File: src/rtl/mc_ctrl_pkg.sv
// Shared opcode, state and control-code definitions for the multi-cycle MIPS control unit.
package mc_ctrl_pkg;

    localparam int unsigned STATE_W = 4;

    localparam logic [5:0] OP_RTYPE = 6'b000000;
    localparam logic [5:0] OP_LW    = 6'b100011;
    localparam logic [5:0] OP_SW    = 6'b101011;
    localparam logic [5:0] OP_BEQ   = 6'b000100;
    localparam logic [5:0] OP_ADDI  = 6'b001000;
    localparam logic [5:0] OP_J     = 6'b000010;

    localparam logic [1:0] ALUOP_ADD   = 2'b00;
    localparam logic [1:0] ALUOP_SUB   = 2'b01;
    localparam logic [1:0] ALUOP_FUNCT = 2'b10;

    localparam logic [1:0] PCSRC_ALU    = 2'b00;
    localparam logic [1:0] PCSRC_ALUOUT = 2'b01;
    localparam logic [1:0] PCSRC_JUMP   = 2'b10;

    localparam logic [1:0] SRCB_REGB  = 2'b00;
    localparam logic [1:0] SRCB_FOUR  = 2'b01;
    localparam logic [1:0] SRCB_IMM   = 2'b10;
    localparam logic [1:0] SRCB_IMMSH = 2'b11;

    typedef enum logic [STATE_W-1:0] {
        ST_IDLE    = 4'd0,
        ST_FETCH   = 4'd1,
        ST_DECODE  = 4'd2,
        ST_MEMADR  = 4'd3,
        ST_MEMRD   = 4'd4,
        ST_MEMWB   = 4'd5,
        ST_MEMWR   = 4'd6,
        ST_EXECUTE = 4'd7,
        ST_ALUWB   = 4'd8,
        ST_BEQ     = 4'd9,
        ST_ADDIEX  = 4'd10,
        ST_ADDIWB  = 4'd11,
        ST_JUMP    = 4'd12
    } state_e;

endpackage

File: src/rtl/mc_output_decode.sv
// Moore output decode: registered state (plus mem_ready in FETCH) to datapath controls.
module mc_output_decode
    import mc_ctrl_pkg::*;
#(
    parameter int unsigned ALUOP_W = 2
) (
    input  state_e              i_state,
    input  logic                i_mem_ready,
    input  logic                i_op_illegal,
    output logic                o_iord_c,
    output logic                o_mem_write_c,
    output logic                o_ir_write_c,
    output logic                o_pc_write_c,
    output logic                o_branch_c,
    output logic [1:0]          o_pc_src_c,
    output logic                o_alu_src_a_c,
    output logic [1:0]          o_alu_src_b_c,
    output logic [ALUOP_W-1:0]  o_alu_op_c,
    output logic                o_reg_write_c,
    output logic                o_mem_to_reg_c,
    output logic                o_reg_dest_c,
    output logic                o_illegal_op_c,
    output logic                o_busy_c
);

    always_comb begin
        o_iord_c       = 1'b0;
        o_mem_write_c  = 1'b0;
        o_ir_write_c   = 1'b0;
        o_pc_write_c   = 1'b0;
        o_branch_c     = 1'b0;
        o_pc_src_c     = PCSRC_ALU;
        o_alu_src_a_c  = 1'b0;
        o_alu_src_b_c  = SRCB_REGB;
        o_alu_op_c     = ALUOP_W'(ALUOP_ADD);
        o_reg_write_c  = 1'b0;
        o_mem_to_reg_c = 1'b0;
        o_reg_dest_c   = 1'b0;
        o_illegal_op_c = 1'b0;
        o_busy_c       = (i_state != ST_IDLE);

        case (i_state)
            // PC + 4 computed every fetch cycle; only committed once memory delivers
            ST_FETCH: begin
                o_alu_src_b_c = SRCB_FOUR;
                o_ir_write_c  = i_mem_ready;
                o_pc_write_c  = i_mem_ready;
            end
            ST_DECODE: begin
                o_alu_src_b_c  = SRCB_IMMSH;
                o_illegal_op_c = i_op_illegal;
            end
            ST_MEMADR: begin
                o_alu_src_a_c = 1'b1;
                o_alu_src_b_c = SRCB_IMM;
            end
            ST_MEMRD: begin
                o_iord_c = 1'b1;
            end
            ST_MEMWB: begin
                o_reg_write_c  = 1'b1;
                o_mem_to_reg_c = 1'b1;
            end
            ST_MEMWR: begin
                o_iord_c      = 1'b1;
                o_mem_write_c = 1'b1;
            end
            ST_EXECUTE: begin
                o_alu_src_a_c = 1'b1;
                o_alu_op_c    = ALUOP_W'(ALUOP_FUNCT);
            end
            ST_ALUWB: begin
                o_reg_write_c = 1'b1;
                o_reg_dest_c  = 1'b1;
            end
            ST_BEQ: begin
                o_alu_src_a_c = 1'b1;
                o_alu_op_c    = ALUOP_W'(ALUOP_SUB);
                o_branch_c    = 1'b1;
                o_pc_src_c    = PCSRC_ALUOUT;
            end
            ST_ADDIEX: begin
                o_alu_src_a_c = 1'b1;
                o_alu_src_b_c = SRCB_IMM;
            end
            ST_ADDIWB: begin
                o_reg_write_c = 1'b1;
            end
            ST_JUMP: begin
                o_pc_write_c = 1'b1;
                o_pc_src_c   = PCSRC_JUMP;
            end
            default: ;
        endcase
    end

endmodule

File: src/rtl/multicycle_control_fsm.sv
// Multi-cycle MIPS control unit: state register and next-state sequencing over shared memory and ALU.
module multicycle_control_fsm
    import mc_ctrl_pkg::*;
#(
    parameter int unsigned OPCODE_W    = 6,
    parameter int unsigned ALUOP_W     = 2,
    parameter bit          MEM_HANDSHK = 1'b1
) (
    input  logic                clk,
    input  logic                rst_n,
    input  logic                en,
    input  logic [OPCODE_W-1:0] opcode,
    input  logic                mem_ready,
    output logic                iord,
    output logic                mem_write,
    output logic                ir_write,
    output logic                pc_write,
    output logic                branch,
    output logic [1:0]          pc_src,
    output logic                alu_src_a,
    output logic [1:0]          alu_src_b,
    output logic [ALUOP_W-1:0]  alu_op,
    output logic                reg_write,
    output logic                mem_to_reg,
    output logic                reg_dest,
    output logic                illegal_op,
    output logic                busy
);

    state_e r_state;
    state_e w_state_nxt;
    logic   w_mem_ready;
    logic   w_op_illegal;

    // Without a handshake every memory access completes in one cycle
    assign w_mem_ready = MEM_HANDSHK ? mem_ready : 1'b1;

    always_ff @(posedge clk or negedge rst_n) begin
        if (!rst_n) begin
            r_state <= ST_IDLE;
        end else begin
            r_state <= w_state_nxt;
        end
    end

    always_comb begin
        w_state_nxt  = ST_IDLE;
        w_op_illegal = 1'b0;

        case (r_state)
            ST_IDLE:    w_state_nxt = en ? ST_FETCH : ST_IDLE;
            ST_FETCH:   w_state_nxt = w_mem_ready ? ST_DECODE : ST_FETCH;
            ST_DECODE: begin
                if (opcode == OPCODE_W'(OP_LW) || opcode == OPCODE_W'(OP_SW)) begin
                    w_state_nxt = ST_MEMADR;
                end else if (opcode == OPCODE_W'(OP_RTYPE)) begin
                    w_state_nxt = ST_EXECUTE;
                end else if (opcode == OPCODE_W'(OP_BEQ)) begin
                    w_state_nxt = ST_BEQ;
                end else if (opcode == OPCODE_W'(OP_ADDI)) begin
                    w_state_nxt = ST_ADDIEX;
                end else if (opcode == OPCODE_W'(OP_J)) begin
                    w_state_nxt = ST_JUMP;
                end else begin
                    // PC already advanced in FETCH, so the bad instruction is simply skipped
                    w_op_illegal = 1'b1;
                    w_state_nxt  = ST_FETCH;
                end
            end
            ST_MEMADR:  w_state_nxt = (opcode == OPCODE_W'(OP_LW)) ? ST_MEMRD : ST_MEMWR;
            ST_MEMRD:   w_state_nxt = w_mem_ready ? ST_MEMWB : ST_MEMRD;
            ST_MEMWB:   w_state_nxt = ST_FETCH;
            ST_MEMWR:   w_state_nxt = w_mem_ready ? ST_FETCH : ST_MEMWR;
            ST_EXECUTE: w_state_nxt = ST_ALUWB;
            ST_ALUWB:   w_state_nxt = ST_FETCH;
            ST_BEQ:     w_state_nxt = ST_FETCH;
            ST_ADDIEX:  w_state_nxt = ST_ADDIWB;
            ST_ADDIWB:  w_state_nxt = ST_FETCH;
            ST_JUMP:    w_state_nxt = ST_FETCH;
            default:    w_state_nxt = ST_IDLE;
        endcase
    end

    mc_output_decode #(
        .ALUOP_W (ALUOP_W)
    ) u_output_decode (
        .i_state        (r_state),
        .i_mem_ready    (w_mem_ready),
        .i_op_illegal   (w_op_illegal),
        .o_iord_c       (iord),
        .o_mem_write_c  (mem_write),
        .o_ir_write_c   (ir_write),
        .o_pc_write_c   (pc_write),
        .o_branch_c     (branch),
        .o_pc_src_c     (pc_src),
        .o_alu_src_a_c  (alu_src_a),
        .o_alu_src_b_c  (alu_src_b),
        .o_alu_op_c     (alu_op),
        .o_reg_write_c  (reg_write),
        .o_mem_to_reg_c (mem_to_reg),
        .o_reg_dest_c   (reg_dest),
        .o_illegal_op_c (illegal_op),
        .o_busy_c       (busy)
    );

endmodule

File: config.mk
export PLATFORM = sky130hd
export DESIGN_NAME = multicycle_control_fsm
export DESIGN_NICKNAME = d
export VERILOG_FILES = /design/src/rtl/mc_ctrl_pkg.sv /design/src/rtl/mc_output_decode.sv /design/src/rtl/multicycle_control_fsm.sv
export SDC_FILE = /design/constraint.sdc
export NUM_CORES = 1
export LEC_CHECK = 0
export BUFFER_PORTS_ARGS = -buffer_cell sky130_fd_sc_hd__buf_4
export CAP_MARGIN = 5
export CORE_MARGIN = 3
export CORE_UTILIZATION = 41
export DETAILED_ROUTE_END_ITERATION = 8
export PLACE_DENSITY_LB_ADDON = 0.3
export SLEW_MARGIN = 15
export SYNTH_ARGS = -nofsm -noshare
export SYNTH_HDL_FRONTEND = slang
export SYNTH_HIERARCHICAL = 1
export SYNTH_SLANG_ARGS = --single-unit
File: constraint.sdc
create_clock -name clk -period 1.94 [get_ports clk]
set_input_delay 0.388 -clock clk [delete_from_list [all_inputs] [get_ports clk]]
set_output_delay 0.388 -clock clk [all_outputs]
set_load 0.01 [all_outputs]
==> results_dict.tcl <==
set metrics [dict create \
    worst_slew_pin_slew_ns 0.403 \
    antenna_found_initial 0 \
    synth_top_area_share_pct 16.3 \
    fp.coreArea_sq_mm 0.00135 \
    total_power_mw 1.13 \
    die_w_um 44.8 \
    slew_viol_final 0 \
    async_flop_share_pct 100 \
    drc_errors 0 \
    rsz0062_at_grt "yes" \
    path_max_fanout 2 \
    post-route-period-util_pct 112 \
    relSlewSlack_pct 72.9 \
    dieArea_sq_mm 0.00200 \
    gp_congestion 0.814 \
    fin_nets 123 \
    seq_power_share_pct 12.2 \
    dp_cells 122 \
    synth_area_leader_cell "dfrtp_1" \
    clk_latency_ns 0.24 \
    pwr-share-clk_pct 9.1 \
    ir_worst_vdd_mv 0.859 \
    hold_path_class "in -> async" \
    pin_count 27 \
    final_cells 126 \
    grt_max_degree 25 \
    syn_inst 83 \
    cap_violations 0 \
    dr.pass1.iters 6 \
    synth_edf_count 0 \
    synth_seq_area_share_pct 16.3 \
    cp_slowest_stage_delay_ns 0.40 \
    yosys_register_bits 4 \
    path_class "reg -> out" \
    overflow 0 \
    synth_nets 93 \
    die_y_um 44.8 \
    dp_hpwl_mm 1.17 \
    cts_buffers 3 \
    switchingPower_mw 0.522 \
    largest_reg_flops 4 \
    fp-row-count 13 \
    fmax_mhz 462 \
    layout_min_cycle_time_ns 2.17 \
    synth_area_sq_um 616 \
    finalHoldViolCount 0 \
    area_growth_pct 37.0 \
    path_cells "or3b_4 -> a2111o_1 -> nor2b_1 -> nand3b_1 -> nor3_2 -> buf_4" \
    synth_top_flop_cell "dfrtp_1" \
    clock_path_buffers 2 \
    cts_tree "yes" \
    routed_wl_mm 1.56 \
    start_util_pct 45.6 \
    top_register "r_state" \
    crit_required_ns 1.55 \
    setup_viol 1 \
    ant_nets 0 \
    p_sw_share_pct 46.0 \
    synth.avg_cell_area_sq_um 7.42 \
    post_drt_via_cell_ratio 5.60 \
    htreeDepth 1 \
    grt_pass1_vias 605 \
    clk_pin_slew_ns 0.04 \
    violations "negative setup slack" \
    critPathArrivalTime_ns 1.78 \
    reg_top3 "r_state x4" \
    first_iter_violations 10 \
    status "finished, violations left" \
    worst_slack_ns -0.226 \
    dr_total_vias 705 \
    diodes 0 \
    critPathLaunchType "flop" \
    p_leak_nw 0.371 \
    fin_worst_skew_ns 0.00161 \
    ys_types 35 \
    power.density_mw_per_mm2 1340 \
    worstSetupEndpointType "output port" \
    io_buffers 26 \
    drive_gt1_share_pct 39.6 \
    grt_pass1_wl_mm 2.50 \
    slowest_stage "or3b_4" \
    grtUsageTotal_pct 17.0 \
    finalCoreUtilization_pct 62.5 \
    power_frac_comb_pct 78.7 \
    root_buffer "clkbuf_4" \
    wire_per_inst_um 12.4 \
    clkSinkCount 4 \
    ys_top_cells_by_area "dfrtp_1 16%, buf_6 9.1%, nor3_1 5.7%" \
    synth_warnings 6 \
    post_cts_buffers 0 \
    intPower_mw 0.611 \
]
==> metal layers <==
metal	track usage [%]	up-vias	wire, um
met5	0	-	0
met3	4.78	2	133
met1	19.8	317	638
met2	28.7	30	767
li1	-	356	-
met4	7.23	0	19
==> final timing paths <==
kind	slack (ns)	end	depth (start not counted)	startpoint
max in group asynchronous	1.36	r_state[0]	2	rst_n
min	0.48	r_state[3]	2	rst_n
max reg2reg	0.53	r_state[0]	5	r_state[0]
max	-0.23	illegal_op	6	r_state[3]
min reg2reg	0.61	r_state[3]	2	r_state[2]
min in group clk	0.49	r_state[1]	4	mem_ready
==> cells by family (layout without fill, tap and decap cells) <==
kind of cell	after synthesis	in the layout	share of synthesized area, %
AND/OR/NAND/NOR	41	41	41.3
buffers and inverters	13	41	15.9
flip-flops	4	4	16.3
XOR/XNOR	3	3	4.27
AO/OA/AOI/OAI	22	22	22.4
==> Yosys cell counts, drive strengths merged, types with 2 or more instances <==
cell type / instances
nor2b: 2
nand3b: 2
dfrtp: 4
o21ai: 7
or3b: 2
o211ai: 2
inv: 3
nand2: 5
xor2: 2
buf: 8
nor4: 2
a21oi: 6
nor2: 7
nor3: 7
nand2b: 4
o22ai: 2
clkbuf: 2
nor3b: 2
==> power groups by stage <==
stage               clock (mW)  sequential, mW  combinational [mW]
floorplan                    0           0.157               0.633
global placement             0           0.138               0.857
detailed placement           0           0.139               0.885
CTS                      0.107           0.139               0.895
global route             0.113           0.144               0.975
finish                   0.103           0.138               0.891
==> stage by stage <==
step	worst slack [ns]	hold WS, ns	instance area [sq um]	setup TNS, ns
after floorplan	-0.0757	0.0924	621	-0.0757
after global placement	-0.0365	0.184	808	-0.0365
after detailed placement	-0.0936	0.184	808	-0.0936
after CTS	-0.235	0.486	843	-0.235
after global routing	-0.308	0.493	843	-0.308
final	-0.226	0.485	843	-0.226
==> cell usage in the layout (no fill, tap or decap), types with 2 or more instances in the layout <==
cell       n
nor2_1     7
nand3b_1   2
inv_1      3
a21oi_1    6
o21ai_1    2
nor2b_1    2
clkbuf_4   3
nand2_1    5
nand2b_1   3
nor4_1     2
nor3b_1    2
o22ai_1    2
o21ai_0    5
buf_4     34
o211ai_1   2
xor2_1     2
nor3_1     6
dfrtp_1    4
==> final cells by class <==
class                           count  area, sq um
Timing Repair Buffer               35          265
Clock buffer                        3         22.5
Fill cell                         129          507
Multi-Input combinational cell     66          425
Inverter                            3         11.3
Tap cell                           15         18.8
Sequential cell                     4          100
==> worst max-delay path, delay by kind of cell, from the launching register on <==
family | cells | cell delay, ns
AOI/OAI and AO/OA | 1 | 0.32
buffers and inverters | 1 | 0.14
DFF | 1 | 0.36
and+or+nand+nor | 4 | 0.73
==> repair_timing <==
item,CTS,global route
resized for setup,1,0
hold buffers,1,0
endpoints found under the setup margin,1,1
endpoints found under the hold margin,4,0
pin swaps,1,0
Power figures use the tool's default switching activity.
